[config.mk]
export PLATFORM = sky130hd
export DESIGN_NAME = cpu_interlock
export DESIGN_NICKNAME = d
export VERILOG_FILES = /design/src/rtl/cpu_interlock_pkg.sv /design/src/rtl/cpu_sb_counter.sv /design/src/rtl/cpu_interlock.sv
export SDC_FILE = /design/constraint.sdc
export NUM_CORES = 1
export LEC_CHECK = 0
export ABC_AREA = 1
export CAP_MARGIN = 10
export CORE_MARGIN = 2
export CORE_UTILIZATION = 35
export CTS_CLUSTER_SIZE = 25
export DETAILED_ROUTE_END_ITERATION = 8
export GPL_ROUTABILITY_DRIVEN = 1
export SKIP_LAST_GASP = 1
export SYNTH_ARGS = -nofsm -noshare
export SYNTH_HDL_FRONTEND = slang
export SYNTH_SLANG_ARGS = --single-unit
[constraint.sdc]
create_clock -name clk_i -period 3.4 [get_ports clk_i]
set_input_delay 0.34 -clock clk_i [delete_from_list [all_inputs] [get_ports clk_i]]
set_output_delay 0.34 -clock clk_i [all_outputs]
set_load 0.1 [all_outputs]
[src/rtl/cpu_interlock_pkg.sv]
// ----------------------------------------------------------------------------
// cpu_interlock_pkg
// Shared constants for the moxie pipeline interlock: the architectural
// register count, index constants for the frame and stack pointers, and the
// default busy window of the multiply/divide unit.
// ----------------------------------------------------------------------------
package cpu_interlock_pkg;

    localparam int NUM_REGS         = 16;
    localparam int REG_FP           = 0;
    localparam int REG_SP           = 1;
    localparam int LONG_LAT_DEFAULT = 34;

endpackage : cpu_interlock_pkg

[src/rtl/cpu_sb_counter.sv]
// ----------------------------------------------------------------------------
// cpu_sb_counter
// Pending-write counter for one architectural register.
// Ports:
//   clk_i        core clock
//   rst_i        asynchronous, active-high reset (clears the count)
//   inc_i        a write to this register issued this cycle
//   dec_i        a write to this register retired this cycle
//   value_o      current count of in-flight writes
//   nonzero_o    value_o != 0
//   full_o       value_o is all-ones (no room for another write)
//   underflow_o  retire seen with nothing in flight (combinational)
// ----------------------------------------------------------------------------
module cpu_sb_counter #(
    parameter int CNT_W = 2
) (
    input  logic             clk_i,
    input  logic             rst_i,
    input  logic             inc_i,
    input  logic             dec_i,
    output logic [CNT_W-1:0] value_o,
    output logic             nonzero_o,
    output logic             full_o,
    output logic             underflow_o
);

    logic [CNT_W-1:0] r_value;

    assign value_o     = r_value;
    assign nonzero_o   = (r_value != '0);
    assign full_o      = (r_value == '1);
    // An issue and a retire in the same cycle cancel, even at zero.
    assign underflow_o = dec_i & ~inc_i & ~nonzero_o;

    always_ff @(posedge clk_i or posedge rst_i) begin
        if (rst_i) begin
            r_value <= '0;
        end else if (inc_i & ~dec_i) begin
            // Saturate rather than wrap; the top flags this as an error.
            if (!full_o) begin
                r_value <= r_value + 1'b1;
            end
        end else if (dec_i & ~inc_i) begin
            if (nonzero_o) begin
                r_value <= r_value - 1'b1;
            end
        end
    end

endmodule : cpu_sb_counter

[src/rtl/cpu_interlock.sv]
// ----------------------------------------------------------------------------
// cpu_interlock
// Issue interlock for the moxie core. Tracks in-flight register writes with a
// per-register counter and the busy window of the long-latency mul/div unit,
// and stalls fetch/decode while the presented instruction has a RAW hazard,
// would overflow its destination counter, or the long unit is busy.
// Ports:
//   clk_i, rst_i        clock, asynchronous active-high reset
//   valid_i             instruction presented this cycle
//   riA_i/riB_i         operand register indices; rdA_i/rdB_i qualify them
//   wr_i/wr_index_i     instruction writes wr_index_i
//   long_i              instruction uses the long-latency unit
//   flush_i             presented instruction is discarded
//   wb_en_i/wb_index_i  register write retiring from write-back
//   stall_o, issue_o    combinational stall / issue for the presented slot
//   pending_o           per-register "write in flight" (registered)
//   long_busy_o         long unit busy (registered)
//   err_o               sticky scoreboard underflow/overflow
// ----------------------------------------------------------------------------
module cpu_interlock
    import cpu_interlock_pkg::*;
#(
    parameter int NREGS    = NUM_REGS,
    parameter int CNT_W    = 2,
    parameter int LONG_LAT = LONG_LAT_DEFAULT,
    parameter int LONG_W   = 6,
    localparam int IDX_W   = $clog2(NREGS)
) (
    input  logic             clk_i,
    input  logic             rst_i,
    input  logic             valid_i,
    input  logic [IDX_W-1:0] riA_i,
    input  logic [IDX_W-1:0] riB_i,
    input  logic             rdA_i,
    input  logic             rdB_i,
    input  logic             wr_i,
    input  logic [IDX_W-1:0] wr_index_i,
    input  logic             long_i,
    input  logic             flush_i,
    input  logic             wb_en_i,
    input  logic [IDX_W-1:0] wb_index_i,
    output logic             stall_o,
    output logic             issue_o,
    output logic [NREGS-1:0] pending_o,
    output logic             long_busy_o,
    output logic             err_o
);

    logic [NREGS-1:0]  w_inc;
    logic [NREGS-1:0]  w_dec;
    logic [NREGS-1:0]  w_nonzero;
    logic [NREGS-1:0]  w_full;
    logic [NREGS-1:0]  w_underflow;
    logic [CNT_W-1:0]  w_value [NREGS];

    logic              w_raw_a;
    logic              w_raw_b;
    logic              w_sat;
    logic              w_lng;
    logic              w_present;
    logic              w_overflow;

    logic [LONG_W-1:0] r_long_cnt;
    logic              r_err;

    // ------------------------------------------------------------------
    // Per-register pending-write counters
    // ------------------------------------------------------------------
    generate
        for (genvar gi = 0; gi < NREGS; gi++) begin : g_sb
            assign w_inc[gi] = issue_o & wr_i & (wr_index_i == IDX_W'(gi));
            assign w_dec[gi] = wb_en_i & (wb_index_i == IDX_W'(gi));

            cpu_sb_counter #(
                .CNT_W (CNT_W)
            ) u_cnt (
                .clk_i       (clk_i),
                .rst_i       (rst_i),
                .inc_i       (w_inc[gi]),
                .dec_i       (w_dec[gi]),
                .value_o     (w_value[gi]),
                .nonzero_o   (w_nonzero[gi]),
                .full_o      (w_full[gi]),
                .underflow_o (w_underflow[gi])
            );
        end
    endgenerate

    assign pending_o = w_nonzero;

    // ------------------------------------------------------------------
    // Hazard detection and issue. No write-back forwarding: a register
    // retiring this cycle still reads as pending until the next edge.
    // ------------------------------------------------------------------
    assign w_raw_a   = rdA_i & (w_value[riA_i] != '0);
    assign w_raw_b   = rdB_i & (w_value[riB_i] != '0);
    assign w_sat     = wr_i & w_full[wr_index_i];
    assign w_lng     = (r_long_cnt != '0);
    assign w_present = valid_i & ~flush_i;

    assign stall_o     = w_present & (w_raw_a | w_raw_b | w_sat | w_lng);
    assign issue_o     = w_present & ~stall_o;
    assign long_busy_o = w_lng;

    // An increment into a full counter is blocked by w_sat, so this only
    // fires if the scoreboard has been corrupted some other way.
    assign w_overflow = |(w_inc & ~w_dec & w_full);

    // ------------------------------------------------------------------
    // Long-unit busy window: loaded on issue, counts down to zero.
    // A long op held off by a busy unit does not reload the counter.
    // ------------------------------------------------------------------
    always_ff @(posedge clk_i or posedge rst_i) begin
        if (rst_i) begin
            r_long_cnt <= '0;
        end else if (issue_o & long_i) begin
            r_long_cnt <= LONG_W'(LONG_LAT - 1);
        end else if (w_lng) begin
            r_long_cnt <= r_long_cnt - 1'b1;
        end
    end

    always_ff @(posedge clk_i or posedge rst_i) begin
        if (rst_i) begin
            r_err <= 1'b0;
        end else if ((|w_underflow) | w_overflow) begin
            r_err <= 1'b1;
        end
    end

    assign err_o = r_err;

endmodule : cpu_interlock

==> results of run 1 <==
-- registers in the layout, summed over array words and instances, names as in the netlist --
signal              flops
g_sb.u_cnt.value_o     32
r_long_cnt              6
err_o                   1
-- kinds of logic after synthesis --
logic type	Yosys count
AO/OA/AOI/OAI	78
XOR/XNOR	1
adder cells (fa/ha/maj)	33
buffers and inverters	104
flip-flops	39
AND/OR/NAND/NOR	299
-- placed cells by master, fill, tap and decap left out, drive strengths merged, types with 5 or more instances in the layout --
master	Yosys	final
o21ai	28	28
dfrtp	39	39
clkbuf	1	5
nor2	87	87
nand3	42	42
o31ai	27	27
ha	33	33
nand4	23	23
inv	81	82
buf	21	23
a21oi	20	20
clkdlybuf4s50	0	41
nand2	140	140
-- worst max-delay path by stage --
stage	from	endpoint	slack, ns	cells after the start
finish	wr_index_i[0]	err_o	0.32	20
global placement	wr_index_i[0]	err_o	0.06	20
CTS	wr_index_i[0]	err_o	0.32	20
global route	wr_index_i[0]	err_o	0.08	20
floorplan	r_long_cnt[0]	err_o	0.22	16
detailed placement	wr_index_i[0]	err_o	0.01	20
-- metal layers --
layer	routed length, um	global-route usage (%)	up-vias
met5	0	0	-
met4	348	7.519	0
met1	5025	27.37	1745
met2	5235	33.04	124
li1	-	-	1893
met3	697	3.649	28
-- report_power, final --
part           switching, W  internal, W  leakage [nW]
registers         0.0000302     0.000500         0.528
logic              0.000168     0.000114          1.45
clock network      0.000189     0.000223        0.0587
total              0.000387     0.000837          2.04
-- worst min-delay path: stages --
cell	delay, ns
clkdlybuf4s50_1	0.40
inv_1	0.05
buf_4	0.43
-- per-stage QoR --
stage | cells | setup slack, ns | util, % | cell area (um^2) | hold WS [ns]
final | 740 | 0.3177 | 42.96 | 4375 | 0.4665
after global routing | 740 | 0.07755 | 42.96 | 4375 | 0.5199
after CTS | 740 | 0.3211 | 42.96 | 4375 | 0.4910
after detailed placement | 732 | 0.01317 | 41.82 | 4259 | 0.4988
after global placement | 732 | 0.05652 | 41.82 | 4259 | 0.4851
after floorplan | 554 | 0.2180 | - | 3632 | 0.4279
-- final cells by class --
type	count	area [um^2]
fill	1064	5809
clock buffer	5	68.82
clock inverter	3	47.55
sequential	39	975.9
timing repair buffer	64	620.6
tap	136	170.2
inverter	82	307.8
multi-input combinational	411	2185
==> results.md, run 1 <==
* Worst EP required at 3.58 ns
* Most frequent CP cell: nand2_1
* Synth warn at 0
* Core area at 10180 um^2
* Yosys reg bits at 39
* Drt pass-1 iters at 5
* Clock sinks at 39
* Setup Viol. Count Final at 0
* Capturing point of the worst reg2reg path: err_o
* DP Wirelength at 9.223 mm
* Post-CTS Resized at 0
* WP data arrival at 3.26 ns
* Setup bufs post-CTS at 0
* Die height at 105.9 um
* Multiplexer area fraction after synthesis at 0%
* Post-Syn Area at 3632 um^2
* Peak supply drop at 0.0001701 V
* Reg2Reg Setup Slack at 0.42 ns
* Routed WL per cell at 15.28 um
* Largest fanout on the critical path at 19
* CTS tree: built
* Startpoint Class: input pin
* PortBufs at 44
* Post-Syn Instances at 554
* Most frequent cell after synthesis: nand2_1
* Clock Tree Root: clkbuf_8
* WP buf/inv at 3
* Top FF cell, synth: dfrtp_1
* Number of synthesized flops with an enable pin at 0
* Largest net degree at the start of global routing at 40
* Final setup TNS at 0 ns
* Pwr Density at 279.7 nW/um^2
* Initial core utilization at 35.66%
* Main combinational cell family by area after synthesis: simple AND/OR/NAND/NOR gates
* Vias in the first global route at 3404
* Nets at 661
* DRT iter0 DRCs at 251
* Cells along the critical path: clkdlybuf4s50_1, inv_2, nand2_1, nand2_1, nand2_1, nand2_1, nand2_1, nand3_1, nor2_1, nor2_2, nand3_2, nor2_4, buf_12, nand3_1, nor2_1, ha_1, nand3_1, nand4_1, nor4_1, nand3_1
* Leakage power at 2.038 nW
* # diodes at 0
* Final Hold Fails at 0
* Syn nets at 612
* Fin crit period at 3.082 ns
* Fin crit share at 90.65%
* Compound-Gate Fraction of Synth Area at 12.92%
* Max Buffers Root-to-Sink at 2
* Reg2reg path depth at 16
* Skew final at 0.005112 ns
* HP Class: input pin to asynchronous set/reset pin
* H-tree depth at 2
* Post-Synth XOR/XNOR Area at 0.2411%
* Share of layout cells above drive strength 1 at 7.285%
* Antenna-violating nets left at 0
* Least-Margin Pin Slew at 0.9805 ns
* Global route overflow at 0
* Clock slew at reported path FFs at 0.09 ns
* Initial antenna violation count at 0
* Layout area overhead at 20.46%
* Post-synth top cells: 140 x nand2_1, 79 x nor2_1, 78 x inv_1
* Status: finished clean
* Total Wirelength at 11.31 mm
* Register area share after synthesis at 26.87%
* Synth area leaders: dfrtp_1 27%, nand2_1 14%, ha_1 11%
* Critical-path top delay cell: clkdlybuf4s50_1
* Hold_buf cts at 0
* FMAX at 324.4 MHz
* Worst path top cell family by delay: simple AND/OR/NAND/NOR gates
* Total track usage at 20.47%
* Slew margin rel. at 34.43%
* CP Capture Type: flip-flop
* RSZ-0062 raised after global routing: no
* Slew Limit Fails at 0
* Final routed DRC violation total at 0
* Crit path kind: input pin to flip-flop
* GP Congestion at 0.9754
* Simple-gate area share of the yosys netlist at 35.62%
* Post-synth ARST share at 100.0%
* Row cnt at 37
* Max_cap viols at 0
* Avg Vias per Cell at 5.122
* CTS Buf Count at 5
* Worst skew pair latency at 0.30 ns
* R2R Path Start: g_sb[3].u_cnt.value_o[1]
* Area leader, netlist: dfrtp_1
* Synth top area share at 26.87%
* Overall die area at 11210 um^2
* Total power at 0.001224 W
* Syn Area/Cell at 6.556 um^2
* Worst path max stage delay at 0.63 ns
* Top-Level Pins at 45
* Detailed-route via count at 3790
* Chip width at 105.9 um
* Distinct cell type count after synthesis at 27
* First-pass GRT wire length at 17.77 mm
* Adder-Cell Fraction of Synth Area at 11.37%
(Power assumes the default switching activity.)
==> inputs of run 2 (changes only) <==
--- a/config.mk
+++ b/config.mk
@@ -12,7 +12,6 @@
 export CTS_CLUSTER_SIZE = 25
 export DETAILED_ROUTE_END_ITERATION = 8
 export GPL_ROUTABILITY_DRIVEN = 1
-export SKIP_LAST_GASP = 1
 export SYNTH_ARGS = -nofsm -noshare
 export SYNTH_HDL_FRONTEND = slang
 export SYNTH_SLANG_ARGS = --single-unit
==> results of run 2 <==
No change in the layout: final DEF, timing and power equal those of run 1.
